`config.mk`:
```
export PLATFORM = sky130hd
export DESIGN_NAME = tlc_monitor_flat
export DESIGN_NICKNAME = d
export VERILOG_FILES = /design/src/rtl/tlc_pkg.sv /design/src/rtl/tlc_monitor_if.sv /design/src/rtl/tlc_phase_decode.sv /design/src/rtl/tlc_monitor.sv /design/src/flat_wrapper.sv
export SDC_FILE = /design/constraint.sdc
export NUM_CORES = 1
export LEC_CHECK = 0
export ABC_AREA = 1
export CAP_MARGIN = 20
export CORE_ASPECT_RATIO = 1.2
export CORE_UTILIZATION = 50
export DETAILED_ROUTE_END_ITERATION = 8
export PLACE_DENSITY = 0.75
export REMOVE_ABC_BUFFERS = 1
export SLEW_MARGIN = 10
export SYNTH_ARGS = -nofsm -noshare
export SYNTH_HDL_FRONTEND = slang
export SYNTH_SLANG_ARGS = --single-unit
```
`constraint.sdc`:
```
create_clock -name clk -period 5.54 [get_ports clk]
set_input_delay 0.554 -clock clk [delete_from_list [all_inputs] [get_ports clk]]
set_output_delay 0.554 -clock clk [all_outputs]
set_load 0.02 [all_outputs]
```
`src/rtl/tlc_pkg.sv`:
```
// Shared definitions for the traffic light controller and its output monitor.
package tlc_pkg;

  localparam logic [2:0] LAMP_RED    = 3'b100;
  localparam logic [2:0] LAMP_YELLOW = 3'b010;
  localparam logic [2:0] LAMP_GREEN  = 3'b001;

  localparam int unsigned GREEN_TIME_DEF  = 10;
  localparam int unsigned YELLOW_TIME_DEF = 5;
  localparam int unsigned PED_TIME_DEF    = 15;
  localparam int unsigned CNT_W_DEF       = 8;

  typedef enum logic [2:0] {
    PH_NS_G    = 3'd0,
    PH_NS_Y    = 3'd1,
    PH_EW_G    = 3'd2,
    PH_EW_Y    = 3'd3,
    PH_PED     = 3'd4,
    PH_ILLEGAL = 3'd7
  } phase_t;

  typedef enum logic [2:0] {
    FC_NONE    = 3'd0,
    FC_ILLEGAL = 3'd1,
    FC_TRANS   = 3'd2,
    FC_SHORT   = 3'd3,
    FC_LONG    = 3'd4,
    FC_NO_REQ  = 3'd5
  } fault_code_t;

  typedef enum logic {
    ST_SYNC  = 1'b0,
    ST_TRACK = 1'b1
  } mon_state_t;

  // Phase successor table of the controller.
  function automatic logic legal_transition(input phase_t from_ph, input phase_t to_ph);
    logic ok;
    ok = 1'b0;
    case (from_ph)
      PH_NS_G: ok = (to_ph == PH_NS_Y);
      PH_NS_Y: ok = (to_ph == PH_EW_G);
      PH_EW_G: ok = (to_ph == PH_EW_Y);
      PH_EW_Y: ok = (to_ph == PH_NS_G) || (to_ph == PH_PED);
      PH_PED:  ok = (to_ph == PH_NS_G);
      default: ok = 1'b0;
    endcase
    return ok;
  endfunction

endpackage

```
`src/rtl/tlc_monitor_if.sv`:
```
// Lamp/pedestrian bundle at the controller output; the controller drives it, monitors observe it.
interface tlc_monitor_if;
  logic [2:0] ns_leds;
  logic [2:0] ew_leds;
  logic       ped_allow;
  logic       ped_req;

  modport master (output ns_leds, output ew_leds, output ped_allow, output ped_req);
  modport slave  (input  ns_leds, input  ew_leds, input  ped_allow, input  ped_req);
endinterface

```
`src/rtl/tlc_phase_decode.sv`:
```
// Combinational decode of lamp codes and walk indication into a controller phase.
module tlc_phase_decode
  import tlc_pkg::*;
(
  input  logic [2:0] ns_leds,
  input  logic [2:0] ew_leds,
  input  logic       ped_allow,
  output phase_t     phase
);

  // Only the five exact lamp patterns are legal; everything else is ILLEGAL.
  always_comb begin
    phase = PH_ILLEGAL;
    case ({ns_leds, ew_leds})
      {LAMP_GREEN,  LAMP_RED}:    if (!ped_allow) phase = PH_NS_G;
      {LAMP_YELLOW, LAMP_RED}:    if (!ped_allow) phase = PH_NS_Y;
      {LAMP_RED,    LAMP_GREEN}:  if (!ped_allow) phase = PH_EW_G;
      {LAMP_RED,    LAMP_YELLOW}: if (!ped_allow) phase = PH_EW_Y;
      {LAMP_RED,    LAMP_RED}:    if (ped_allow)  phase = PH_PED;
      default:                    phase = PH_ILLEGAL;
    endcase
  end

endmodule

```
`src/rtl/tlc_monitor.sv`:
```
// Passive checker for the traffic light controller output: encoding, sequence and dwell time.
module tlc_monitor
  import tlc_pkg::*;
#(
  parameter int unsigned GREEN_TIME  = GREEN_TIME_DEF,
  parameter int unsigned YELLOW_TIME = YELLOW_TIME_DEF,
  parameter int unsigned PED_TIME    = PED_TIME_DEF,
  parameter int unsigned CNT_W       = CNT_W_DEF
) (
  input  logic             clk,
  input  logic             reset,
  tlc_monitor_if.slave     bus,
  input  logic             fault_clr,
  output logic [2:0]       phase,
  output logic             fault,
  output logic             fault_pulse,
  output logic [2:0]       fault_code,
  output logic [CNT_W-1:0] viol_cnt,
  output logic [CNT_W-1:0] cycle_cnt
);

  phase_t           cur_ph;
  mon_state_t       state_q, state_d;
  phase_t           phase_q, phase_d;
  logic [CNT_W-1:0] dwell_q, dwell_d;
  logic [CNT_W-1:0] viol_cnt_q, viol_cnt_d;
  logic [CNT_W-1:0] cycle_cnt_q, cycle_cnt_d;
  logic             fault_q, fault_d;
  logic             fault_pulse_q, fault_pulse_d;
  fault_code_t      fault_code_q, fault_code_d;
  logic             ped_pending_q, ped_pending_d;

  logic             cur_legal, prev_legal, changed, legal_change, ped_entry;
  logic [CNT_W-1:0] dwell_exp, dwell_inc;
  logic             v_illegal, v_trans, v_short, v_long, v_noreq, any_viol;

  tlc_phase_decode u_decode (
    .ns_leds   (bus.ns_leds),
    .ew_leds   (bus.ew_leds),
    .ped_allow (bus.ped_allow),
    .phase     (cur_ph)
  );

  // Expected dwell of the phase currently being timed.
  always_comb begin
    dwell_exp = '1;
    case (phase_q)
      PH_NS_G, PH_EW_G: dwell_exp = CNT_W'(GREEN_TIME + 1);
      PH_NS_Y, PH_EW_Y: dwell_exp = CNT_W'(YELLOW_TIME + 1);
      PH_PED:           dwell_exp = CNT_W'(PED_TIME + 1);
      default:          dwell_exp = '1;
    endcase
  end

  // State register.
  always_ff @(posedge clk or negedge reset) begin
    if (!reset) state_q <= ST_SYNC;
    else        state_q <= state_d;
  end

  // Next state: lock on at the first legal-to-legal change, fall back whenever ILLEGAL is seen.
  // Leaving TRACK already on ILLEGAL entry is equivalent to leaving on the return to a legal
  // phase, since no legal-change check can fire while ILLEGAL is being sampled.
  always_comb begin
    state_d = state_q;
    case (state_q)
      ST_SYNC:  if (legal_change) state_d = ST_TRACK;
      ST_TRACK: if (!cur_legal)   state_d = ST_SYNC;
      default:  state_d = ST_SYNC;
    endcase
  end

  // Violation detection and next values of all tracked outputs.
  always_comb begin
    cur_legal    = (cur_ph != PH_ILLEGAL);
    prev_legal   = (phase_q != PH_ILLEGAL);
    changed      = (cur_ph != phase_q);
    legal_change = changed && cur_legal && prev_legal;
    ped_entry    = (cur_ph == PH_PED) && (phase_q != PH_PED);
    dwell_inc    = (dwell_q == '1) ? dwell_q : dwell_q + CNT_W'(1);

    v_illegal = !cur_legal;
    v_trans   = (state_q == ST_TRACK) && legal_change && !legal_transition(phase_q, cur_ph);
    v_short   = (state_q == ST_TRACK) && legal_change && (dwell_q < dwell_exp);
    v_long    = (state_q == ST_TRACK) && !changed && cur_legal &&
                (dwell_q == dwell_exp) && (dwell_q != '1);
    v_noreq   = ped_entry && !ped_pending_q;
    any_viol  = v_illegal || v_trans || v_short || v_long || v_noreq;

    phase_d       = cur_ph;
    dwell_d       = changed ? CNT_W'(1) : dwell_inc;
    fault_pulse_d = any_viol;
    fault_d       = any_viol ? 1'b1 : (fault_clr ? 1'b0 : fault_q);

    fault_code_d = fault_code_q;
    if      (v_illegal) fault_code_d = FC_ILLEGAL;
    else if (v_trans)   fault_code_d = FC_TRANS;
    else if (v_short)   fault_code_d = FC_SHORT;
    else if (v_long)    fault_code_d = FC_LONG;
    else if (v_noreq)   fault_code_d = FC_NO_REQ;

    viol_cnt_d = viol_cnt_q;
    if (any_viol && (viol_cnt_q != '1)) viol_cnt_d = viol_cnt_q + CNT_W'(1);

    cycle_cnt_d = cycle_cnt_q;
    if ((state_q == ST_TRACK) && legal_change && (cur_ph == PH_NS_G) &&
        ((phase_q == PH_EW_Y) || (phase_q == PH_PED)))
      cycle_cnt_d = cycle_cnt_q + CNT_W'(1);

    ped_pending_d = ped_entry ? 1'b0 : (bus.ped_req ? 1'b1 : ped_pending_q);
  end

  // Registered outputs and history.
  always_ff @(posedge clk or negedge reset) begin
    if (!reset) begin
      phase_q       <= PH_ILLEGAL;
      dwell_q       <= '0;
      viol_cnt_q    <= '0;
      cycle_cnt_q   <= '0;
      fault_q       <= 1'b0;
      fault_pulse_q <= 1'b0;
      fault_code_q  <= FC_NONE;
      ped_pending_q <= 1'b0;
    end else begin
      phase_q       <= phase_d;
      dwell_q       <= dwell_d;
      viol_cnt_q    <= viol_cnt_d;
      cycle_cnt_q   <= cycle_cnt_d;
      fault_q       <= fault_d;
      fault_pulse_q <= fault_pulse_d;
      fault_code_q  <= fault_code_d;
      ped_pending_q <= ped_pending_d;
    end
  end

  assign phase       = phase_q;
  assign fault       = fault_q;
  assign fault_pulse = fault_pulse_q;
  assign fault_code  = fault_code_q;
  assign viol_cnt    = viol_cnt_q;
  assign cycle_cnt   = cycle_cnt_q;

endmodule

```
`src/flat_wrapper.sv`:
```
// flat-port wrapper written by rule: the top's interface ports become plain ports
module tlc_monitor_flat import tlc_pkg::*;
#(
  parameter int unsigned GREEN_TIME  = GREEN_TIME_DEF,
  parameter int unsigned YELLOW_TIME = YELLOW_TIME_DEF,
  parameter int unsigned PED_TIME    = PED_TIME_DEF,
  parameter int unsigned CNT_W       = CNT_W_DEF
)
  (clk, reset, fault_clr, phase, fault, fault_pulse, fault_code, viol_cnt, cycle_cnt, bus_ns_leds, bus_ew_leds, bus_ped_allow, bus_ped_req);
  tlc_monitor_if bus_i ();
  input  logic clk;
  input  logic reset;
  input  logic fault_clr;
  output logic [2:0] phase;
  output logic fault;
  output logic fault_pulse;
  output logic [2:0] fault_code;
  output logic [CNT_W-1:0] viol_cnt;
  output logic [CNT_W-1:0] cycle_cnt;
  input wire logic [$bits(bus_i.ns_leds)-1:0] bus_ns_leds;
  input wire logic [$bits(bus_i.ew_leds)-1:0] bus_ew_leds;
  input wire logic [$bits(bus_i.ped_allow)-1:0] bus_ped_allow;
  input wire logic [$bits(bus_i.ped_req)-1:0] bus_ped_req;
  assign bus_i.ns_leds = bus_ns_leds;
  assign bus_i.ew_leds = bus_ew_leds;
  assign bus_i.ped_allow = bus_ped_allow;
  assign bus_i.ped_req = bus_ped_req;
  tlc_monitor #(.GREEN_TIME(GREEN_TIME), .YELLOW_TIME(YELLOW_TIME), .PED_TIME(PED_TIME), .CNT_W(CNT_W)) u_core (.clk(clk), .reset(reset), .bus(bus_i), .fault_clr(fault_clr), .phase(phase), .fault(fault), .fault_pulse(fault_pulse), .fault_code(fault_code), .viol_cnt(viol_cnt), .cycle_cnt(cycle_cnt));
endmodule
```
==> summary.txt, run 1 <==
Outcome: finished clean
Core Region: 0.00429 mm2
Crit. End Element: flop
CTS Buffer Depth: 2
Slew @ Worst Pin: 0.432 ns
Final setup fails: 0
Port bufs: 34
Largest net degree at the start of global routing: 35
P_int: 497 uW
Compound-Gate Fraction of Synth Area: 8.99%
Worst path cell trace: inv_1 > nor2_1 > a21oi_1 > ha_1 > nand2_1 > nor4_1 > nand4_1 > nor2_2 > a21oi_2 > nand3_2 > nand2_2 > nand2_1 > nand2_1
Flop pwr share: 44.7%
NetSw: 271 uW
Worst vdd rail ir drop: 157 uV
Vias/cell: 5.11
Leakage: 1.34 nW
Die area: 0.00479 mm2
Final Max Tran Viols: 0
Final Hold Vio Count: 0
Slowest stage delay, CP: 0.62 ns
Routed Antenna Nets: 0
Main combinational cell family by area after synthesis: simple AND/OR/NAND/NOR gates
Worst setup margin: 2.77 ns
H-tree levels: 2
Gr usage total: 19.9%
Power per cell area: 280 mW/mm2
Synthesis-to-layout area growth: 21.5%
First-pass GRT wire length: 7520 um
Post-CTS setup buffer count: 0
RSZ-0062 raised after global routing: false
Seq cells post-synth: 34
Adder-Cell Fraction of Synth Area: 6.10%
Synth async-reset ratio: 100%
CTS Hold Bufs: 0
Syn_area_per_cell: 8.06 um2
Tightest Hold Check Type: reg -> reg
Top cell by count, worst path: nand2_1
Worst R2R Path Depth: 13
Sw frac: 35.2%
Post-synthesis simple-gate area fraction: 34.6%
Pre-CTS setup slack: 2.52 ns
Total number of vias: 1928
Final #Nets: 343
Worst-path maximum fanout: 12
Post-synthesis sequential area ratio: 37.9%
Antenna violations before repair: 0
Worst-Skew Late Latency: 0.28 ns
Critical Path Stages: 13
GPL Wtd Cong: 0.812
Comb power frac: 33.0%
Most frequent cells in the layout: nand2_1, clkdlybuf4s50_1, inv_1
Critical path startpoint: u_core.phase[2]$_DFF_PN1_
Post-synthesis mux area share: 0%
Period utilization: 50.0%
Crit path to: u_core.viol_cnt[0]$_DFFE_PN0P_
Max cap viols: 0
Xor-xnor portion of the synthesized cell area: 5.82%
Global route total overflow: 0
Vias in the first global route: 1791
Reg-to-Reg Start: u_core.phase[2]$_DFF_PN1_
Fmax: 361 MHz
Main synth FF type: dfrtp_1
Die height: 75.6 um
DIE WIDTH: 63.3 um
Hold Slack: 0.503 ns
Data arrival, critical path: 2.94 ns
DRC Markers: 0
Wire length per cell: 11.5 um
Post-synth EDFFs: 0
Required time worst endpoint: 5.71 ns
Netlist cell types: 30
Max Clock Skew: 0.00760 ns
Clock Pin Slew Worst Setup and Hold Paths: 0.06 ns
Worst path bufs/invs: 1
FF-to-FF End: u_core.viol_cnt[0]$_DFFE_PN0P_
Post-Syn Area: 0.00226 mm2
Largest cells by area after synthesis: dfrtp_1, nand2_1, ha_1
Final WL: 4330 um
Commonest non-fill, non-tap cell in the layout: nand2_1
Top cell type by total area after synthesis: dfrtp_1
Num CTS Buffers: 5
Drt first pass iters: 4
Fill cells: 379
Clock share of power: 22.3%
Slowest-stage cell, CP: dfstp_2
Antenna cells: 0
Site Rows: 26
Area share of the largest cell type after synthesis: 34.4%
CP startpoint kind: flop
Worst path top cell family by delay: simple AND/OR/NAND/NOR gates
Final HPWL DP: 3340 um
Final min period: 2.77 ns
Setup TNS: 0 ns
CTS resizes: 0
Cells after synthesis: 280
Number of DRC markers in iteration 0: 91
Layout cells sized above 1: 13.7%
Total clock sinks: 34
R2R setup slack: 2.77 ns
# IOs: 35
Max transition margin: 71.2%
Synth warn: 0
Crit path kind: reg -> reg
Root buffer cell: clkbuf_8
CTS tree: built
Initial Util: 52.5%
-- power by group through the flow --
stage	clock network, mW	logic [mW]	registers [mW]
after floorplan	0	0.132	0.370
after global placement	0	0.250	0.346
after detailed placement	0	0.254	0.346
after CTS	0.174	0.256	0.341
after global routing	0.187	0.287	0.349
final	0.171	0.254	0.343
-- synthesized netlist by cell type, types with 2 or more instances --
cell type and count:
dfstp_2 3, nand3_2 7, nand3b_1 3, a21oi_2 2, dfrtp_1 31, nand2_1 60
nor2_8 2, o21ai_0 7, nand2_4 2, inv_1 32, nor2_1 24, a211oi_1 4
nor2_4 2, nand2_2 5, nand3_1 25, xnor2_1 5, xor2_1 10, nor2_2 5
nand4_1 4, nor3_1 10, ha_1 11, a21oi_1 14, inv_2 5
-- worst min path at each step --
stage                                     start                          endpoint  slack [ns]  cells after the start
3_5_place_dp   u_core.fault_code[0]$_DFFE_PN0P_  u_core.fault_code[0]$_DFFE_PN0P_        0.49                      1
6_report       u_core.fault_code[0]$_DFFE_PN0P_  u_core.fault_code[0]$_DFFE_PN0P_        0.50                      1
5_1_grt         u_core.cycle_cnt[5]$_DFFE_PN0P_   u_core.cycle_cnt[5]$_DFFE_PN0P_        0.54                      1
4_1_cts        u_core.fault_code[0]$_DFFE_PN0P_  u_core.fault_code[0]$_DFFE_PN0P_        0.51                      1
3_3_place_gp   u_core.fault_code[0]$_DFFE_PN0P_  u_core.fault_code[0]$_DFFE_PN0P_        0.50                      1
2_1_floorplan                             reset   u_core.cycle_cnt[0]$_DFFE_PN0P_        0.26                      0
-- kinds of logic (layout without fill, tap and decap cells) --
logic type,count (synthesis),count (layout)
and+or+nand+nor,151,151
buffers and inverters,38,79
DFF,34,34
AOI/OAI and AO/OA,31,31
xor gates and xnor gates,15,15
adders and majority gates,11,11
-- layout make-up --
| class | instances | area [um2] | area share, % |
|---|---|---|---|
| clock buffer | 5 | 68.8 | 2.51 |
| tap | 56 | 70.1 | 2.56 |
| clock inverter | 2 | 10.0 | 0.365 |
| inverter | 37 | 139 | 5.07 |
| timing repair buffer | 35 | 348 | 12.7 |
| sequential | 34 | 855 | 31.2 |
| multi-input combinational | 208 | 1250 | 45.6 |
-- layer usage --
layer	share of wire, %	vias to the layer above	global-route usage [%]
met3	3.8	6	3.59
met5	0	-	0
met4	1.5	0	7.07
met2	50	47	38.5
met1	45	875	22.2
li1	-	1000	-
-- through the flow --
stage               total power, mW  area [um2]  util (%)  std cells
floorplan                     0.501        2240         -        279
CTS                           0.771        2740      63.8        377
global route                  0.823        2740      63.8        377
detailed placement            0.601        2660      62.0        370
finish                        0.768        2740      63.8        377
global placement              0.596        2660      62.0        370
-- state kept, by name, summed over array words and instances (netlist names) --
register              count
u_core.ped_pending_q      1
u_core.state_q            1
u_core.phase              3
u_core.cycle_cnt          8
u_core.fault_code         3
u_core.fault_pulse        1
u_core.viol_cnt           8
u_core.dwell_q            8
u_core.fault              1
Note: power is estimated with default switching activity, not from simulation.
==> run 2: changes to the inputs <==
==> constraint.sdc (replaced) <==
create_clock -name clk -period 2.65 [get_ports clk]
set_input_delay 0.265 -clock clk [delete_from_list [all_inputs] [get_ports clk]]
set_output_delay 0.265 -clock clk [all_outputs]
set_load 0.02 [all_outputs]
==> summary.txt, run 2 (synthesis results as in run 1) <==
Sw frac: 34.7% (-0.52 points)
CP startpoint kind: flop
Flop pwr share: 43.1% (-1.6 points)
# IOs: 35 (unchanged)
GPL Wtd Cong: 0.836 (+2.9%)
Initial Util: 52.5% (unchanged)
Root buffer cell: clkbuf_8
Clock Pin Slew Worst Setup and Hold Paths: 0.07 ns (about the same)
Antenna violations before repair: 0 (unchanged)
Slew @ Worst Pin: 0.428 ns (-0.00384 ns)
Die area: 0.00479 mm2 (unchanged)
Final std cells w/o fill: 390 (+3.4%)
Comb power frac: 33.3% (+0.3 points)
Final HPWL DP: 3380 um (+1.2%)
RSZ-0062 raised after global routing: false
DIE WIDTH: 63.3 um (unchanged)
Synthesis-to-layout area growth: 27.2%
Global route total overflow: 0 (unchanged)
Worst vdd rail ir drop: 287 uV (+83%)
Port bufs: 34 (unchanged)
Data arrival, critical path: 2.60 ns (-0.34 ns)
Final WL: 4510 um (+4.2%)
Final min period: 2.43 ns (-0.345 ns)
Reg-to-Reg Start: u_core.phase[1]$_DFF_PN1_
Worst path top cell family by delay: compound AO/OA/AOI/OAI gates
First-pass GRT wire length: 7560 um (+0.45%)
Outcome: finished clean
Antenna cells: 0 (unchanged)
Number of DRC markers in iteration 0: 129 (+42%)
Largest net degree at the start of global routing: 35 (unchanged)
Site Rows: 26 (unchanged)
Vias/cell: 5.07 (-0.78%)
Worst path cell trace: nor2_1 > inv_1 > nor2_1 > a21oi_2 > inv_1 > ha_1 > nand2_1 > o21ai_0 > a21oi_1 > o21ai_4 > nand3_4 > buf_4 > o21a_1
Max Clock Skew: 0.00289 ns (-0.00470 ns)
Tightest Hold Check Type: in -> async
Gr usage total: 20.2% (+0.22 points)
Most frequent cells in the layout: nand2_1, clkdlybuf4s50_1, inv_1
Fmax: 412 MHz (+14%)
Final Hold Vio Count: 0 (unchanged)
Crit. End Element: flop
Wire length per cell: 11.6 um (+0.68%)
H-tree levels: 2 (unchanged)
Final setup fails: 0 (unchanged)
Crit path kind: reg -> reg
NetSw: 575 uW (+110%)
CTS tree: built
Total clock sinks: 34 (unchanged)
Final core utilization: 66.8% (+3.0 points)
Worst-path maximum fanout: 5 (-7)
Die height: 75.6 um (unchanged)
Num CTS Buffers: 5 (unchanged)
CTS Buffer Depth: 2 (unchanged)
Slowest stage delay, CP: 0.55 ns (-0.07 ns)
Total number of vias: 1979 (+2.6%)
Worst-Skew Late Latency: 0.28 ns (about the same)
Max transition margin: 71.5% (+0.26 points)
Final #Nets: 355 (+3.5%)
Leakage: 1.42 nW (+5.6%)
Required time worst endpoint: 2.82 ns (-2.89 ns)
Worst path bufs/invs: 3 (+2)
Routed Antenna Nets: 0 (unchanged)
Critical path startpoint: u_core.phase[1]$_DFF_PN1_
P_int: 1.08 mW (+120%)
Period utilization: 91.5% (+42 points)
Core Region: 0.00429 mm2 (unchanged)
Placed cell count: 379 (+2.4%)
Post-route cell area: 0.00287 mm2 (+4.7%)
Max cap viols: 0 (unchanged)
Vias in the first global route: 1784 (-0.39%)
Final Max Tran Viols: 0 (unchanged)
Slowest-stage cell, CP: dfstp_2
Clock share of power: 23.6% (+1.3 points)
Placed cell areas: 0.00273 mm2 (+2.5%)
Drt first pass iters: 4 (unchanged)
DRC Markers: 0 (unchanged)
Power per cell area: 577 mW/mm2 (+110%)
Commonest non-fill, non-tap cell in the layout: nand2_1
Layout cells sized above 1: 17.4% (+3.7 points)
Hold Slack: 0.391 ns (-0.111 ns)
[run 2: final timing paths]
| kind | to | slack [ns] | cells past startpoint |
|---|---|---|---|
| max | u_core.fault_code[0]$_DFFE_PN0P_ | 0.22 | 13 |
| min | u_core.cycle_cnt[2]$_DFFE_PN0P_ | 0.39 | 2 |
| max reg2reg | u_core.fault_code[0]$_DFFE_PN0P_ | 0.22 | 13 |
| min reg2reg | u_core.fault$_DFFE_PN0P_ | 0.51 | 2 |
| max in group asynchronous | u_core.phase[2]$_DFF_PN1_ | 1.92 | 2 |
| min in group clk | u_core.fault$_DFFE_PN0P_ | 0.51 | 2 |
[run 2: cell type report]
cell class	count	area (um2)
Sequential cell	34	855
Clock buffer	7	86.3
Multi-Input combinational cell	208	1280
Clock inverter	1	5.00
Tap cell	56	70.1
Inverter	37	139
Fill cell	374	1420
Timing Repair Buffer	47	438
[run 2: per-stage QoR]
stage	TNS, ns	setup slack, ns	power (mW)
global placement	0	0.0556	1.25
CTS	0	0.00300	1.66
detailed placement	-0.135	-0.0211	1.26
global route	0	0.0283	1.77
finish	0	0.224	1.66
floorplan	0	0.234	1.05
[run 2: power groups by stage]
stage	clock network (mW)	logic, mW	registers [mW]
floorplan	0	0.275	0.773
global placement	0	0.527	0.723
detailed placement	0	0.540	0.722
CTS	0.400	0.545	0.713
global route	0.425	0.618	0.729
finish	0.390	0.551	0.714
[run 2: per-layer routing]
layer,wire length [um],global-route usage (%)
met3,136,3.14
met2,2390,38.9
met4,57,7.58
met5,0,0
met1,1930,22.5
[run 2: repair_timing]
action                     in CTS  in global routing
hold buffers                    0                  0
setup buffers                   0                  3
resized for setup               0                  4
setup endpoints to repair       0                 10
==> variant: new RTL, settings of run 2 <==
Set the package constant `CNT_W_DEF` to 9 (it was 8).
--- a/src/rtl/tlc_pkg.sv
+++ b/src/rtl/tlc_pkg.sv
@@ -10,3 +10,3 @@
   localparam int unsigned PED_TIME_DEF    = 15;
-  localparam int unsigned CNT_W_DEF       = 8;
+  localparam int unsigned CNT_W_DEF       = 9;
 
Ports: changed (resized cycle_cnt and viol_cnt); port bits go from 35 to 37. The function was not compared with the original's and may differ.
==> variant against run 2 <==
Total power increased by 2.2%. Non-clock buffer count up 7. Via count rose by 7.2%. Worst setup slack worse by 0.031 ns. Die area increased by 9.4%. Critical endpoint is now u_core.viol_cnt[2]. Combinational power grew 1%. Area after synthesis increased by 9.7%. Largest power group unchanged. Core utilization increased by 0.23 points. Routed wire length grew 7.5%. Hold slack got worse by 0.0031 ns. Count of clock-buffer cells in the layout decreased by 1. Design area grew 8.9%. Sequential cell count grew 3.
==> variant: results (changes against run 2) <==
Logic pwr share 0.329 (-0.004); vias in the first global route 2007 (+13%); adder-cell share of the synthesized area 0.0708 (+0.00977); share of layout cells above drive strength 1 0.208 (+0.0347); Fin Clk Skew 0.00485 ns (+0.00196 ns); multi-input gates 220 (+5.8%); vias after detailed routing 2121 (+7.2%); worst vdd ir 0.389 mV (+35%); clock power share 0.229 (-0.007); Nets 384 (+8.2%); register area share after synthesis 0.376 (-0.00318); GRT Util Overall 0.208 (+0.00678); Compound-Gate Fraction of Synth Area 0.0662 (-0.0236); non-clock buffer count 54 (+15%); dpl ws 0.0843 ns (+0.105 ns); count of flip-flops and latches 37 (+8.8%); inverters 41 (+11%); buffering overhead 0.162 (+0.00989); endpoints failing hold 0 (unchanged); Post-Synth XOR/XNOR Area 0.0703 (+0.0120); Pwr Total 1690 uW (+2.2%); Seq. cell area 930 um^2 (+8.8%); status complete, no violations; first-pass GRT wire length 8370 um (+11%); post-synthesis cell type count 34 (+13%); Iteration-0 DRC Markers 101 (-22%); fill count 425 (+14%); Placed Area 3000 um^2 (+9.9%); Port-buffer cells 36 (+5.9%); sw frac 0.353 (+0.00528); Tapcells 58 (+3.6%); fraction of area in multi-input gates 0.441 (-0.00370); Leak Pwr 0.00162 uW (+14%); clk tree area frac 0.0264 (-0.00541); Top Family by Delay on Critical Path simple AND/OR/NAND/NOR gates; Worst Max-Slew Pin Slew 0.521 ns (+0.0932 ns); Synth area leaders dfrtp_1 34%, nand2_1 7.9%, ha_1 7.1%; mux contribution to synthesized area 0 (unchanged); CLK BUF 6 (-1); placed insts 408 (+7.7%); WP data arrival 2.64 ns (+0.04 ns); routability cong. 0.796 (-4.7%); largest net degree at the start of global routing 38 (+8.6%); CTS Root Cell clkbuf_8; Commonest cells post-synth 52 x nand2_1, 34 x dfrtp_1, 34 x inv_1; Detail Placement HPWL 3660 um (+8.2%); WL final 4850 um (+7.5%); Area growth syn-to-layout 26.3%
variant: worst paths after layout:
kind / startpoint / slack (ns) / depth (start not counted) / end
max: u_core.phase[2] / 0.19 / 16 / u_core.viol_cnt[2]
min: reset / 0.39 / 2 / u_core.cycle_cnt[3]
max reg2reg: u_core.phase[2] / 0.19 / 16 / u_core.viol_cnt[2]
min reg2reg: u_core.fault_code[0] / 0.49 / 1 / u_core.fault_code[0]
max in group asynchronous: reset / 1.91 / 2 / u_core.phase[1]
min in group clk: u_core.fault_code[0] / 0.49 / 1 / u_core.fault_code[0]
variant: routing by layer:
metal | global-route usage | vias up | wire [um]
li1 | - | 1091 | -
met1 | 0.250 | 984 | 2170
met2 | 0.360 | 40 | 2480
met3 | 0.0517 | 6 | 160
met4 | 0.0638 | 0 | 44
met5 | 0 | - | 0
variant: what timing repair did:
action	4_1_cts	5_1_grt
gates resized for setup	0	4
hold buffers	0	0
buffers inserted	0	2
endpoints found under the setup margin	0	10
